===== src/rtl/display_scan.sv =====
// ---------------------------------------------------------------------------
// display_scan
//
// Time-multiplexed seven-segment scanner. Takes DIGITS packed seven-segment
// patterns and drives them one at a time onto a shared segment bus with a
// rotating one-hot digit enable. Each digit is shown for DIV clocks. The
// input patterns are captured once per frame (at slot 0, cycle 0) so a
// pattern never changes partway through a frame.
//
// Parameters:
//   DIGITS  number of digits scanned (width of dig_en)
//   DIV     clocks per digit slot, >= 2
//   BLANK   leading dark clocks per slot, 1 <= BLANK < DIV
//           (only used when DISPLAY_SCAN_BLANK_EN is defined)
//
// Build option:
//   DISPLAY_SCAN_BLANK_EN  when defined, the first BLANK clocks of every slot
//                          are dark to suppress ghosting between digits.
//
// Ports:
//   clk          in   system clock, rising edge
//   rst_n        in   asynchronous active-low reset
//   en           in   scan enable, sampled on clk
//   seg_in       in   7*DIGITS packed patterns, digit i at [7i+6:7i]
//   seg_out      out  7-bit pattern of the selected digit (registered)
//   dig_en       out  one-hot digit select, all-zero when dark (registered)
//   frame_start  out  one-cycle pulse on the first cycle of slot 0
// ---------------------------------------------------------------------------
module display_scan #(
   parameter int DIGITS = 14,
   parameter int DIV    = 1000,
   parameter int BLANK  = 4
) (
   input  logic                  clk,
   input  logic                  rst_n,
   input  logic                  en,
   input  logic [7*DIGITS-1:0]   seg_in,
   output logic [6:0]            seg_out,
   output logic [DIGITS-1:0]     dig_en,
   output logic                  frame_start
);

   localparam int IDX_W = (DIGITS > 1) ? $clog2(DIGITS) : 1;
   localparam int CNT_W = (DIV > 1) ? $clog2(DIV) : 1;

   localparam logic [IDX_W-1:0] IDX_LAST = IDX_W'(DIGITS - 1);
   localparam logic [CNT_W-1:0] CNT_LAST = CNT_W'(DIV - 1);
   localparam logic [IDX_W-1:0] IDX_ONE  = IDX_W'(1);
   localparam logic [CNT_W-1:0] CNT_ONE  = CNT_W'(1);
   localparam logic [DIGITS-1:0] DIG_ONE = DIGITS'(1);

   // Reject parameter sets that cannot produce a valid slot.
   generate
      if (DIV < 2) begin : g_bad_div
         $error("display_scan: DIV must be >= 2");
      end
      if ((BLANK < 1) || (BLANK >= DIV)) begin : g_bad_blank
         $error("display_scan: BLANK must satisfy 1 <= BLANK < DIV");
      end
   endgenerate

   typedef enum logic {
      ST_IDLE = 1'b0,
      ST_SCAN = 1'b1
   } state_t;

   state_t                state_q, state_d;
   logic [IDX_W-1:0]      idx_q, idx_d;
   logic [CNT_W-1:0]      cnt_q, cnt_d;
   logic [7*DIGITS-1:0]   snap_q, snap_d;

   logic [6:0]            seg_out_q, seg_out_d;
   logic [DIGITS-1:0]     dig_en_q, dig_en_d;
   logic                  frame_start_q, frame_start_d;
   logic                  lit_s;

   // Scan sequencer: slot counter, digit index and per-frame snapshot.
   always_comb begin
      state_d       = state_q;
      idx_d         = idx_q;
      cnt_d         = cnt_q;
      snap_d        = snap_q;
      frame_start_d = 1'b0;

      if (!en) begin
         // Abort immediately; the partial slot is discarded.
         state_d = ST_IDLE;
         idx_d   = {IDX_W{1'b0}};
         cnt_d   = {CNT_W{1'b0}};
      end else begin
         case (state_q)
            ST_IDLE: begin
               state_d       = ST_SCAN;
               idx_d         = {IDX_W{1'b0}};
               cnt_d         = {CNT_W{1'b0}};
               snap_d        = seg_in;
               frame_start_d = 1'b1;
            end
            ST_SCAN: begin
               if (cnt_q == CNT_LAST) begin
                  cnt_d = {CNT_W{1'b0}};
                  if (idx_q == IDX_LAST) begin
                     // Frame wrap: the only point where new patterns are taken.
                     idx_d         = {IDX_W{1'b0}};
                     snap_d        = seg_in;
                     frame_start_d = 1'b1;
                  end else begin
                     idx_d = idx_q + IDX_ONE;
                  end
               end else begin
                  cnt_d = cnt_q + CNT_ONE;
               end
            end
            default: begin
               state_d = ST_IDLE;
               idx_d   = {IDX_W{1'b0}};
               cnt_d   = {CNT_W{1'b0}};
            end
         endcase
      end
   end

   // Output decode from next state, so the registered outputs line up with
   // the state they describe (digit 0 lights right after the enabling edge).
   always_comb begin
      lit_s     = (state_d == ST_SCAN);
      dig_en_d  = {DIGITS{1'b0}};
      seg_out_d = 7'h00;
`ifdef DISPLAY_SCAN_BLANK_EN
      if (cnt_d < CNT_W'(BLANK)) begin
         lit_s = 1'b0;
      end else begin
         lit_s = (state_d == ST_SCAN);
      end
`endif
      if (lit_s) begin
         dig_en_d = DIG_ONE << idx_d;
         for (int i = 0; i < DIGITS; i++) begin
            if (idx_d == IDX_W'(i)) begin
               seg_out_d = snap_d[7*i +: 7];
            end else begin
               seg_out_d = seg_out_d;
            end
         end
      end else begin
         dig_en_d  = {DIGITS{1'b0}};
         seg_out_d = 7'h00;
      end
   end

   // State and output registers; reset forces everything dark.
   always_ff @(posedge clk or negedge rst_n) begin
      if (!rst_n) begin
         state_q       <= ST_IDLE;
         idx_q         <= {IDX_W{1'b0}};
         cnt_q         <= {CNT_W{1'b0}};
         snap_q        <= {(7*DIGITS){1'b0}};
         seg_out_q     <= 7'h00;
         dig_en_q      <= {DIGITS{1'b0}};
         frame_start_q <= 1'b0;
      end else begin
         state_q       <= state_d;
         idx_q         <= idx_d;
         cnt_q         <= cnt_d;
         snap_q        <= snap_d;
         seg_out_q     <= seg_out_d;
         dig_en_q      <= dig_en_d;
         frame_start_q <= frame_start_d;
      end
   end

   assign seg_out     = seg_out_q;
   assign dig_en      = dig_en_q;
   assign frame_start = frame_start_q;

endmodule


===== config.mk =====
export PLATFORM = sky130hd
export DESIGN_NAME = display_scan
export DESIGN_NICKNAME = d
export VERILOG_FILES = /design/src/rtl/display_scan.sv
export SDC_FILE = /design/constraint.sdc
export NUM_CORES = 1
export LEC_CHECK = 0
export BUFFER_PORTS_ARGS = -buffer_cell sky130_fd_sc_hd__buf_4
export CAP_MARGIN = 30
export CORE_ASPECT_RATIO = 1.25
export CORE_MARGIN = 4
export CORE_UTILIZATION = 55
export DETAILED_ROUTE_END_ITERATION = 8
export GPL_TIMING_DRIVEN = 1
export PLACE_DENSITY = 0.87
export SLEW_MARGIN = 20
export SYNTH_ARGS = -nofsm -noshare
export SYNTH_HDL_FRONTEND = slang
export SYNTH_SLANG_ARGS = --single-unit

===== constraint.sdc =====
create_clock -name clk -period 3.35 [get_ports clk]
set_input_delay 0.8375 -clock clk [delete_from_list [all_inputs] [get_ports clk]]
set_output_delay 0.8375 -clock clk [all_outputs]
set_load 0.02 [all_outputs]

* After elaboration in Yosys (flattened, before gate mapping) *
Cells that the tools add are included.

word-level totals
  register bits = 135
  input bits = 101
  output and inout bits = 22
  word-level logic and storage cells = 59

operators by class
  $add $sub $neg = 2
  equality and inequality tests = 15
  shifts and indexed selects = 1
  multiplexer cells = 32
  bitwise logic cells = 1
  reduce and logical (&&, ||, !) cells = 1

operators with widths
  kind                                               number
  2-to-1 mux 98 bit                                  3
  case mux 98 bit (2 select lines)                   1
  2-to-1 mux 7 bit                                   15
  == test 4 bit (second input constant)              7
  2-to-1 mux 10 bit                                  2
  case mux 10 bit (2 select lines)                   1
  == test 4 x 3 -> 1 bit (second input constant)     4
  2-to-1 mux 14 bit                                  1
  left shift 1 x 4 -> 14 bit (first input constant)  1
  2-to-1 mux 4 bit                                   3
  adder 10 x 1 -> 10 bit (second input constant)     1
  == test 10 bit (second input constant)             1
  == test 4 x 2 -> 1 bit (second input constant)     2
  case mux 4 bit (2 select lines)                    1
  adder 4 x 1 -> 4 bit (second input constant)       1
  == test 4 x 1 -> 1 bit (second input constant)     1
  zero test 4 bit                                    1
  2-to-1 mux 1 bit                                   4
  case mux 1 bit (2 select lines)                    1
  NOT 1 bit                                          1

* Logic depth before layout (Yosys ltp) *
  depth after elaboration = 21
  depth in mapped cells = 10
  mapped depth without buffers = 9

* Least setup slack after synthesis *
No wires, ideal clock.

  kind = in2reg
  start = input port en
  end = register seg_out_q[6] (netlist: seg_out[6])
  setup time = 0.134 ns
  data arrival time = 2.912 ns
  path slack = 0.303 ns
  cell stages on the path = 7
  cell sequence = nand4_1 > o41ai_4 > buf_6 > mux2_2 > a221o_1 > a2111oi_0 > a21oi_1

on the way
  elaborated cells on any way between the ends = 32
  those cells by class = 13 x eq/ne; 18 x mux; 1 x reduce/logical

RTL lines
  item                           RTL line  text
  start, declared                36        input logic en,
  2-to-1 mux 98 bit              85        if (!en) begin
  net snap_d[76]                 70        logic [7*DIGITS-1:0] snap_q, snap_d;
  2-to-1 mux 7 bit (4 in a row)  139       if (idx_d == IDX_W'(i)) begin
  2-to-1 mux 7 bit               136       if (lit_s) begin
  net seg_out_d[6]               72        logic [6:0] seg_out_q, seg_out_d;
  end signal, assigned           166       seg_out_q <= seg_out_d;
  end, declared                  72

The timed path passes the listed nets, and every way through them passes these cells.

* Final worst setup path *
  start = register idx_q[0]
  end = register seg_out_q[6] (netlist: seg_out[6])

on the way
  elaborated cells on any way between the ends = 39
  those cells by class = 1 x add/sub; 14 x eq/ne; 23 x mux; 1 x reduce/logical

RTL lines
  item                              RTL line  text
  start, declared                   68        logic [IDX_W-1:0] idx_q, idx_d;
  start signal, assigned            155       idx_q <= {IDX_W{1'b0}};
  start signal, assigned            163       idx_q <= idx_d;
  == test 4 bit                     102       if (idx_q == IDX_LAST) begin
  2-to-1 mux 98 bit                 102
  2-to-1 mux 98 bit                 100       if (cnt_q == CNT_LAST) begin
  case mux 98 bit (2 select lines)  91        case (state_q)
  2-to-1 mux 98 bit                 85
  net snap_d[62]                    70
  2-to-1 mux 7 bit (6 in a row)     139
  2-to-1 mux 7 bit                  136
  net seg_out_d[6]                  72

The timed path passes the listed nets, and every way through them passes these cells.

==> results.sh <==
export IMPL_worstSetupPathType="register to register"
export IMPL_synth_top_area_share_pct=54.7
export IMPL_portBuffers=122
export IMPL_htree_levels=4
export IMPL_seq_area_frac_synth_pct=54.7
export IMPL_synthFlopType="dfrtp_1"
export IMPL_irDropWorstVdd_mv=0.370
export IMPL_fin_cells=784
export IMPL_rsz0062_at_grt="false"
export IMPL_syn_nets=585
export IMPL_ys_top_cells_by_area="dfrtp_1, mux2_2, nor2_1, mux2i_1, and3_1"
export IMPL_clock_latency_ns=0.43
export IMPL_syn_avg_cell_area_um2=12.8
export IMPL_remaining_drc_errors=0
export IMPL_path_max_fanout=13
export IMPL_dpl_hpwl_um=12100
export IMPL_fin_util_pct=72.8
export IMPL_wirelength_um=17200
export IMPL_grt_max_degree=58
export IMPL_min_period_ns=3.12
export IMPL_cts_root_buffer="clkbuf_16"
export IMPL_skew_ns=0.00710
export IMPL_fin_nets=738
export IMPL_tritoncts="yes"
export IMPL_slew_violations=0
export IMPL_mostFrequentLayoutCell="buf_4"
export IMPL_cts_buffer_depth=2
export IMPL_die_height_um=126
export IMPL_cts_buffers=17
export IMPL_wire_per_inst_um=21.9
export IMPL_routed_via_density=6.08
export IMPL_cp_end_kind="register"
export IMPL_gr_total_overflow=0
export IMPL_cp_data_arrival_time_ns=3.41
export IMPL_start_util_pct=56.0
export IMPL_min_period_over_period_pct=93.1
export IMPL_synthCells=483
export IMPL_power_density_nw_per_um2=541
export IMPL_synth_area_um2=6170
export IMPL_drtIter0Drc=357
export IMPL_grt_pass1_wl_um=26800
export IMPL_layout_common_cells="buf_4, dfrtp_1, mux2_2"
export IMPL_fp_dieArea_um2=13000
export IMPL_cp_start_kind="register"
export IMPL_worstMarginPinSlew_ns=0.718
export IMPL_clkTransAtPathRegs_ns=0.06
export IMPL_ys_types=69
export IMPL_finalSetupTns_ns=0
export IMPL_max_freq_ghz=0.321
export IMPL_async_flop_share_pct=100
export IMPL_status="finished, final reports clean"
export IMPL_vias=4767
export IMPL_hold_path_class="input pin to asynchronous set/reset pin"
export IMPL_fin_total_pwr_w=0.00434
export IMPL_gp_congestion=0.922
export IMPL_ctsHoldBuffers=0
export IMPL_placementRows=43
export IMPL_cellLeakagePower_nw=3.69
export IMPL_synth_ff_latch_count=135
export IMPL_ios=123
export IMPL_cts_setup_buffers=0
export IMPL_grt_pass1_vias=4963
export IMPL_coreArea_um2=11000
export IMPL_slew_headroom_pct=52.1
export IMPL_synth_edff_count=0
export IMPL_areaGrowthSynthToFinish_pct=30.1
export IMPL_synth_largest_area_cell="dfrtp_1"
export IMPL_ant_nets=0
export IMPL_setup_viol=0
export IMPL_firstDrtPassIters=6
export IMPL_antenna_found_initial=0
export IMPL_dp_cells=752
export IMPL_required_ns=3.64
export IMPL_die_w_um=103
export IMPL_ys_warn_count=0
export IMPL_hold_viol=0
export IMPL_clkSinkCount=135
export IMPL_drive_gt1_share_pct=45.3
export IMPL_grt_usage_pct=27.4
export IMPL_n_antenna_cell=0
export IMPL_cap_violations=0
[sequential cells by signal, summed over array words and instances, names as in the netlist]
signal	cells
snap_q	98
dig_en	14
cnt_q	10
seg_out	7
idx_q	4
frame_start	1
state_q	1
[through the flow]
step | hold slack, ns | instance area, um2 | setup slack [ns]
final | 0.467 | 8030 | 0.232
after global routing | 0.505 | 8030 | 0.0869
after CTS | 0.486 | 8020 | 0.0590
after detailed placement | 0.482 | 7400 | -0.184
after global placement | 0.469 | 7390 | -0.158
after floorplan | 0.447 | 6170 | 0.303
[final cells by class]
type	instances	area (um2)
inverters	11	41.3
well taps	135	169
fillers	679	3000
clock inverters	15	195
repair buffers	154	1230
flip-flops and latches	135	3380
multi-input cells	317	2590
clock buffers	17	425
[kinds of logic (layout without fill, tap and decap cells)]
| logic type | Yosys count | after routing | synth area share (%) |
|---|---|---|---|
| AO/OA/AOI/OAI | 77 | 77 | 10.0 |
| flip-flops | 135 | 135 | 54.7 |
| buffers and inverters | 31 | 197 | 3.49 |
| multiplexers | 107 | 107 | 19.4 |
| AND/OR/NAND/NOR | 124 | 124 | 11.1 |
| adder cells (fa/ha/maj) | 1 | 1 | 0.203 |
| XOR/XNOR | 8 | 8 | 1.13 |
[where the power goes]
part           total, W  switching, W  internal, W
registers       0.00187     0.0000576      0.00181
logic          0.000526      0.000249     0.000276
clock network   0.00195      0.000757      0.00119
total           0.00434       0.00106      0.00328
[synth_stat cells (3+ instances only)]
cell type,n
clkbuf_1,8
inv_1,9
buf_12,3
and2_1,3
and3_1,12
or3_1,4
a2111oi_0,5
dfrtp_1,135
xnor2_1,4
xor2_1,4
a21oi_1,10
nor2_1,34
nand3_1,14
nor4_1,4
buf_6,5
mux2_2,93
a2111o_1,3
mux2i_1,11
buf_4,3
o31ai_1,3
nor3b_1,4
a22oi_1,7
a211o_1,4
nand2_1,20
nand4_1,4
o21ai_0,6
a221oi_1,4
nor3_1,10
[timing repair]
action / 4_1_cts / 5_1_grt
gates resized for setup: 2 / 2
endpoints found under the setup margin: 2 / 4
gates cloned: 0 / 0
pin swaps: 0 / 2
[per-layer routing]
| metal | share of wire, % | global-route usage (%) | up-vias |
|---|---|---|---|
| met2 | 52 | 45.5 | 228 |
| met1 | 37 | 33.9 | 2384 |
| met3 | 6.8 | 5.06 | 56 |
| met5 | 0 | 0 | - |
| li1 | - | - | 2099 |
| met4 | 4.4 | 13.6 | 0 |
[worst max-delay path, cell delays in order (launching register included)]
cell       delay, ns
dfrtp_1         0.61
nand4b_1        0.23
o41ai_4         0.48
buf_4           0.27
buf_4           0.18
mux2_2          0.35
a221o_1         0.30
a2111oi_0       0.41
a21oi_1         0.14
[worst paths after layout]
check,end,cells past startpoint,slack (ns),startpoint
worst max-delay path,seg_out[6]$_DFF_PN0_,8,0.23,idx_q[0]$_DFF_PN0_
worst min-delay path,dig_en[7]$_DFF_PN0_,1,0.47,rst_n
worst max register to register,seg_out[6]$_DFF_PN0_,8,0.23,idx_q[0]$_DFF_PN0_
worst min register to register,snap_q[5]$_DFF_PN0_,1,0.50,snap_q[5]$_DFF_PN0_
max in group asynchronous,idx_q[0]$_DFF_PN0_,2,2.04,rst_n
min in group clk,snap_q[5]$_DFF_PN0_,1,0.50,snap_q[5]$_DFF_PN0_
Power figures use the tool's default switching activity.
